`src/rtl/uart_rx_frame_ctrl.sv`:
```
// uart_rx_frame_ctrl: frame parser behind uart_byte_rx.
// Writes payloads to a buffer and hands frames to the host via valid/ack.
module uart_rx_frame_ctrl #(
    parameter int         MAX_LEN     = 16,
    parameter int         ADDR_W      = 4,
    parameter int         TIMEOUT_CYC = 200000,
    parameter logic [7:0] SOF_BYTE    = 8'hAA,
    parameter logic [7:0] BAUD_CMD    = 8'h01
) (
    input  logic              Clk,
    input  logic              Rst_n,
    input  logic              Rx_Done,
    input  logic [7:0]        data_byte,
    output logic [2:0]        baud_set,
    output logic              wr_en,
    output logic [ADDR_W-1:0] wr_addr,
    output logic [7:0]        wr_data,
    output logic              frame_valid,
    output logic [7:0]        frame_cmd,
    output logic [7:0]        frame_len,
    input  logic              frame_ack,
    output logic              frame_err,
    output logic [2:0]        err_code
);

    typedef enum logic [2:0] {
        S_IDLE, S_CMD, S_LEN, S_DATA, S_CHK, S_DONE
    } state_t;

    localparam int CNT_W = $clog2(TIMEOUT_CYC + 1);
    localparam logic [CNT_W-1:0] CNT_LAST = CNT_W'(TIMEOUT_CYC - 1);
    localparam logic [8:0] MAX_LEN9 = 9'(MAX_LEN);

    state_t state, state_n;

    logic [CNT_W-1:0] tmo_cnt;
    logic [7:0]       cmd_q, len_q, idx_q, chk_q;
    logic [2:0]       first_q;

    logic       in_frame, expire, len_bad, last_byte, chk_ok, is_sof;
    logic       err_set, wr_set;
    logic [2:0] err_val;

    always_comb begin
        in_frame  = state inside {S_CMD, S_LEN, S_DATA, S_CHK};
        expire    = in_frame && !Rx_Done && (tmo_cnt == CNT_LAST);
        len_bad   = {1'b0, data_byte} > MAX_LEN9;
        last_byte = idx_q == (len_q - 8'd1);
        chk_ok    = data_byte == chk_q;
        is_sof    = data_byte == SOF_BYTE;
    end

    always_ff @(posedge Clk or negedge Rst_n) begin
        if (!Rst_n) state <= S_IDLE;
        else        state <= state_n;
    end

    always_comb begin
        state_n = state;
        if (expire) begin
            state_n = S_IDLE;
        end else begin
            case (state)
                S_IDLE:
                    if (Rx_Done && is_sof && !frame_valid)
                        state_n = S_CMD;
                S_CMD:
                    if (Rx_Done) state_n = S_LEN;
                S_LEN:
                    if (Rx_Done) begin
                        if (len_bad)                 state_n = S_IDLE;
                        else if (data_byte == 8'd0)  state_n = S_CHK;
                        else                         state_n = S_DATA;
                    end
                S_DATA:
                    if (Rx_Done && last_byte) state_n = S_CHK;
                S_CHK:
                    if (Rx_Done) state_n = chk_ok ? S_DONE : S_IDLE;
                S_DONE:
                    state_n = S_IDLE;
                default:
                    state_n = S_IDLE;
            endcase
        end
    end

    // Error and write decisions for the current cycle
    always_comb begin
        err_set = 1'b0;
        err_val = 3'd0;
        wr_set  = Rx_Done && (state == S_DATA);
        if (expire) begin
            err_set = 1'b1;
            err_val = 3'd3;
        end else if (Rx_Done) begin
            case (state)
                S_IDLE:
                    if (is_sof && frame_valid) begin
                        err_set = 1'b1;
                        err_val = 3'd4;
                    end
                S_LEN:
                    if (len_bad) begin
                        err_set = 1'b1;
                        err_val = 3'd2;
                    end
                S_CHK:
                    if (!chk_ok) begin
                        err_set = 1'b1;
                        err_val = 3'd1;
                    end
                default: ;
            endcase
        end
    end

    always_ff @(posedge Clk or negedge Rst_n) begin
        if (!Rst_n) begin
            tmo_cnt     <= '0;
            cmd_q       <= '0;
            len_q       <= '0;
            idx_q       <= '0;
            chk_q       <= '0;
            first_q     <= '0;
            baud_set    <= 3'd0;
            wr_en       <= 1'b0;
            wr_addr     <= '0;
            wr_data     <= '0;
            frame_valid <= 1'b0;
            frame_cmd   <= '0;
            frame_len   <= '0;
            frame_err   <= 1'b0;
            err_code    <= '0;
        end else begin
            if (Rx_Done || !in_frame) tmo_cnt <= '0;
            else                      tmo_cnt <= tmo_cnt + CNT_W'(1);

            frame_err <= err_set;
            if (err_set) err_code <= err_val;

            wr_en <= wr_set;
            if (wr_set) begin
                wr_addr <= ADDR_W'(idx_q);
                wr_data <= data_byte;
            end

            if (Rx_Done) begin
                case (state)
                    S_CMD: begin
                        cmd_q <= data_byte;
                        chk_q <= data_byte;
                    end
                    S_LEN: begin
                        len_q <= data_byte;
                        chk_q <= chk_q ^ data_byte;
                        idx_q <= 8'd0;
                    end
                    S_DATA: begin
                        chk_q <= chk_q ^ data_byte;
                        idx_q <= idx_q + 8'd1;
                        if (idx_q == 8'd0) first_q <= data_byte[2:0];
                    end
                    default: ;
                endcase
            end

            if (state == S_DONE) begin
                frame_valid <= 1'b1;
                frame_cmd   <= cmd_q;
                frame_len   <= len_q;
                if (cmd_q == BAUD_CMD && len_q == 8'd1)
                    baud_set <= first_q;
            end else if (frame_ack) begin
                frame_valid <= 1'b0;
            end
        end
    end

endmodule

```
`config.mk`:
```
export PLATFORM = sky130hd
export DESIGN_NAME = uart_rx_frame_ctrl
export DESIGN_NICKNAME = d
export VERILOG_FILES = /design/src/rtl/uart_rx_frame_ctrl.sv
export SDC_FILE = /design/constraint.sdc
export NUM_CORES = 1
export LEC_CHECK = 0
export ABC_AREA = 0
export CAP_MARGIN = 40
export CORE_ASPECT_RATIO = 0.6
export CORE_MARGIN = 1
export CORE_UTILIZATION = 45
export CTS_CLUSTER_DIAMETER = 60
export DETAILED_ROUTE_END_ITERATION = 6
export PLACE_DENSITY = 0.66
export SLEW_MARGIN = 20
export SYNTH_ARGS = -nofsm -noshare
export SYNTH_HDL_FRONTEND = slang
export SYNTH_SLANG_ARGS = --single-unit
```
`constraint.sdc`:
```
create_clock -name Clk -period 2.2 [get_ports Clk]
set_input_delay 0.22 -clock Clk [delete_from_list [all_inputs] [get_ports Clk]]
set_output_delay 0.22 -clock Clk [all_outputs]
set_load 0.01 [all_outputs]
```
Yosys cells after proc, flatten, opt, wreduce, memory -nomap -nowiden

Index checks and enable logic that the tools add are counted.

Memories kept: 0
Bits of input ports: 12
Output and inout port bits: 37
Memory bits (writable): 0
Word-level logic and storage cells: 91
Bits in registers: 93
ROM bits: 0
Bits in latches: 0

Reduce and logical (&&, ||, !) cells: 27
Bitwise logic cells: 1
Shift operators: 0
$add $sub $neg: 3
Mux-type cells: 27
$lt $le $gt $ge: 1
Multipliers: 0
Equal/unequal tests: 16
Div/mod/pow operators: 0

Operators by type and width:

| operator                                                                        | count |
|---|---|
| 3-bit 2-to-1 mux                                                                | 12 |
| 8-bit one-hot mux with 2 select lines                                           | 2 |
| 18-bit by 1-bit adder with 18-bit output, second input constant                 | 1 |
| 18-bit equality test, second input constant                                     | 1 |
| 18-bit 2-to-1 mux                                                               | 1 |
| 8-bit by 1-bit equality test with 1-bit output, second input constant           | 2 |
| 8-bit equality test                                                             | 2 |
| 8-bit logical NOT                                                               | 2 |
| 3-bit inequality test, second input constant                                    | 5 |
| 3-bit one-hot mux with 5 select lines                                           | 1 |
| 2-bit AND reduction                                                             | 5 |
| 3-bit one-hot mux with 3 select lines                                           | 1 |
| 8-bit by 1-bit adder with 8-bit output, second input constant                   | 1 |
| 8-bit equality test, second input constant                                      | 1 |
| 8-bit by 5-bit greater-than comparator with 1-bit output, second input constant | 1 |
| 1-bit logical AND                                                               | 8 |
| 1-bit 2-to-1 mux                                                                | 8 |
| 8-bit by 1-bit subtractor with 8-bit output, second input constant              | 1 |
| 8-bit bitwise XOR                                                               | 1 |
| 3-bit by 2-bit equality test with 1-bit output, second input constant           | 2 |
| 3-bit equality test, second input constant                                      | 2 |
| 2-bit nonzero test                                                              | 3 |
| 5-bit AND reduction                                                             | 1 |
| 4-bit nonzero test                                                              | 1 |
| 8 further kinds                                                                 | 10 |

Longest topological paths before layout

Depth after elaboration: 6
Gate-level depth with buffers: 8
Gate-level depth less buffers: 8

Worst setup path before layout

No wires, ideal clock.

Path type: register to register
Start: register state[1]
End: register state[1]
Period minus slack after synthesis: 1848 ps
Path buffers: 2
Cell stages (with the launch flop): 9
Data required time: 2080 ps
Setup slack: 352 ps
Arrival: 1728 ps
Cell sequence: dfrtp_1 > buf_6 > nor2_4 > nor2b_1 > or3_1 > buf_2 > nand4b_2 > o21a_1 > a31o_1

Longest elaborated chain between the ends: 6

RTL lines:

| what                                                                         | line   | text |
|---|---|---|
| start: declaration                                                           | 34     | `state_t state, state_n;` |
| start signal: assignment                                                     | 55     | `else state <= state_n;` |
| 3-bit by 1-bit equality test with 1-bit output, or another cell as far along | 45, 63 |  |
| 4-bit nonzero test                                                           | 45     | `in_frame = state inside {S_CMD, S_LEN, S_DATA, S_CHK};` |
| 1-bit logical AND (2 in a row)                                               | 46     | `expire = in_frame && !Rx_Done && (tmo_cnt == CNT_LAST);` |
| 3-bit inequality test (no source line)                                       | --     |  |
| 5-bit AND reduction (no source line)                                         | --     |  |

Parallel ways exist; a longest one is shown, timed or not.
A chain may end at the register's enable or synchronous reset.

Worst setup path in the final report

Start: register tmo_cnt[6]
End: register state[1]

Longest elaborated chain between the ends: 4

RTL lines:

| what                                   | line | text |
|---|---|---|
| start: declaration                     | 36   | `logic [CNT_W-1:0] tmo_cnt;` |
| start signal: assignment               | 136  | `else tmo_cnt <= tmo_cnt + CNT_W'(1);` |
| 18-bit equality test *                 | 46   |  |
| 1-bit logical AND *                    | 46   |  |
| 3-bit inequality test (no source line) | --   |  |
| 5-bit AND reduction (no source line)   | --   |  |

Every way passes the cells marked *; elsewhere a longest branch is shown, timed or not.

==> flow_summary.yaml <==
floorplanning:
  die-area_um2: 10250
  start_util_pct: 47.31
  rows: 27
  fp.dieW_um: 130.0
  die_h_um: 78.83
  core_um2: 9358
  pin_count: 49
placed_design:
  dp_hpwl_mm: 7.512
  place_congestion: 0.8717
  dpl.cell_count: 634
  pre_cts_slack_ns: -0.01682
  place_area_um2: 5225
  port_buffers: 48
worst_hold_path:
  hold_class: "input pin to async pin"
clocking:
  clkSlewWorstSetupHoldPaths_ns: 0.06
  clock_latency_ns: 0.35
  cts.path.max_buffers: 2
  cts-root-buf: "clkbuf_16"
  cts-buffers-inserted: 9
  cts_setup_buffers: 0
  cts_num_sinks: 93
  htree_levels: 3
  tritoncts: "yes"
cells_and_area:
  diodes: 0
  layout.nets: 533
  area_growth_pct: 24.93
  finalInstanceArea_um2: 5530
  fill_cells: 797
  fin_cells: 651
  post_route_cells_drive_above_1_share_pct: 15.36
  multi_input_area_um2: 1959
  final_core_util_pct: 59.10
  seq_area_um2: 2328
outcome:
  status: "finished clean"
timing:
  fmax_mhz: 483.6
  min_period_over_period_pct: 93.98
  setup_viol: 0
  slew_viol_final: 0
  min_period_ns: 2.068
  rsz0062_at_grt: "no"
  final-hold-violation-count: 0
  max_slew_margin_pct: 64.25
  finalClockSkew_ns: 0.005892
  fin_ws_ns: 0.1324
  worstMarginPinSlew_ns: 0.5313
pwr:
  ir_drop_mv: 0.6505
  p_int_mw: 4.436
  power_density_nw_per_um2: 1248
  leakagePower_nw: 2.472
  clkPwrFrac_pct: 22.6
  sw_frac_of_total_pct: 35.71
  power.sequential.fraction_pct: 40.7
  switchingPower_mw: 2.464
  power_mw: 6.899
  pwr-share-comb_pct: 36.7
job:
  cap_violations: 0
logic_synthesis:
  ys_seq_area_share_pct: 52.57
  synthArstFlopShare_pct: 100.0
  synth_top_area_share_pct: 52.57
  synth_top_cell_by_area: "dfrtp_1"
  ys.flop_type: "dfrtp_1"
  syn_avg_cell_area_um2: 9.970
  synth_nets: 461
  synth_edf_count: 0
  synth_warnings: 0
  ys_seq_elements: 93
  syn_area_um2: 4427
  synth_cell_types: 54
  postSynthCellCount: 444
  synth_area_leaders: "dfrtp_1, nand2_1, mux2_2, xnor2_1, xor2_1"
global_route:
  grt_pass1_vias: 3278
  grt-ovfl-total: 0
  track_usage_pct: 22.51
  antenna_found_initial: 0
  grt_first_pass_wirelength_mm: 17.11
  grt_max_degree: 94
route:
  drcViolationCount: 0
  wl_per_cell_um: 16.04
  via_per_inst: 5.255
  dr.pass1.iters: 5
  wl_mm: 10.44
  via_count: 3421
  antenna_left: 0
  drtIter0Drc: 338
setup_path:
  cp.arrival_ns: 2.31
  crit_type: "flop to flop"
  cp-end-kind: "flop"
  cp_max_fo: 9
  required_ns: 2.44
  start_kind: "flop"
[area by class of cell]
type | instances | area share (%)
Timing Repair Buffer | 79 | 13.12
Clock buffer | 12 | 4.457
Clock inverter | 4 | 0.8597
Multi-Input combinational cell | 317 | 35.43
Tap cell | 130 | 2.941
Sequential cell | 93 | 42.10
Inverter | 16 | 1.086
[cells by family after synthesis]
logic type / synth area share (%)
XOR/XNOR: 8.310
adder cells (fa/ha/maj): 1.639
buffers and inverters: 3.165
AND/OR/NAND/NOR: 21.57
AO/OA/AOI/OAI: 6.190
multiplexers: 6.557
flip-flops: 52.57
[placed cells by master, fill, tap and decap left out, types with 2 or more instances in the layout]
cell type,n
xor2_1,18
nand4_1,7
xnor2_1,24
nor2_1,24
a31oi_1,2
clkinv_2,2
nor4_1,2
ha_1,5
a21oi_1,6
clkbuf_16,9
and3_1,6
mux2_2,24
o21ai_0,28
inv_1,15
nor3_1,11
and2_1,2
o211ai_1,2
nor2b_1,2
clkbuf_1,2
nand2_1,101
clkdlybuf4s50_1,47
mux2i_1,2
nand3_1,16
nor4b_1,3
buf_4,30
dfrtp_1,92
or3_1,5
[sequential cells by signal, summed over array words and instances, names as in the netlist]
signal,flops
baud_set,3
chk_q,8
cmd_q,8
err_code,3
first_q,3
frame_cmd,8
frame_err,1
frame_len,8
frame_valid,1
idx_q,8
len_q,8
state,3
tmo_cnt,18
wr_addr,4
wr_data,8
wr_en,1
[power groups by stage]
stage               clock (mW)  combinational, mW  sequential [mW]
detailed placement           0               2.51             2.82
global placement             0               2.46             2.80
floorplan                    0               1.52             2.73
global route              1.65               2.81             2.89
CTS                       1.58               2.53             2.80
finish                    1.56               2.53             2.81
[synthesized netlist by cell type, types with 2 or more instances]
master,instances
o211ai_1,2
nand4_1,7
nor3_1,11
and2_1,2
mux2i_1,2
nor4b_1,3
ha_1,5
clkbuf_1,12
nor4_1,2
or3_1,5
dfrtp_1,93
nor2b_1,2
and3_1,6
inv_1,15
nand3_1,16
xor2_1,18
xnor2_1,24
nand2_1,101
a21oi_1,6
mux2_2,24
a31oi_1,2
buf_2,4
o21ai_0,28
nor2_1,24
[worst max-delay path, cell delays in order, from the launching register on]
cell and delay, ns:
dfrtp_1 0.45, or4b_1 0.54, nor4b_2 0.30, nand4b_2 0.29
o21a_1 0.20, a31o_1 0.17
[per-stage QoR]
| stage | TNS [ns] | hold WS [ns] |
|---|---|---|
| 4_1_cts | 0 | 0.4541 |
| 6_report | 0 | 0.4615 |
| 5_1_grt | 0 | 0.4571 |
| 3_5_place_dp | -0.01682 | 0.3033 |
| 2_1_floorplan | 0 | -0.07559 |
| 3_3_place_gp | 0 | 0.3047 |
[final timing paths]
check,cells after the start,slack (ns),to,startpoint
max,5,0.13,state[1]$_DFFE_PN0P_,tmo_cnt[6]$_DFF_PN0_
min,3,0.46,wr_addr[0]$_DFFE_PN0P_,Rst_n
max reg2reg,5,0.13,state[1]$_DFFE_PN0P_,tmo_cnt[6]$_DFF_PN0_
min reg2reg,1,0.48,tmo_cnt[0]$_DFF_PN0_,tmo_cnt[0]$_DFF_PN0_
max in group asynchronous,3,1.36,state[0]$_DFFE_PN0P_,Rst_n
min in group Clk,2,0.46,frame_valid$_DFFE_PN0P_,frame_ack
[repair_timing]
| action | CTS | global route |
|---|---|---|
| hold buffers | 1 | 0 |
| hold endpoints to repair | 93 | 0 |
| resized for setup | 0 | 1 |
| setup endpoints to repair | 0 | 1 |
[routing by layer]
metal  up-vias  GRT usage [%]  wire, um
li1       1634              -         -
met1      1685          34.73      5575
met2        94          30.37      4252
met3         8          5.660       498
met4         0          7.093       115
met5         -              0         0
Power figures use the tool's default switching activity.
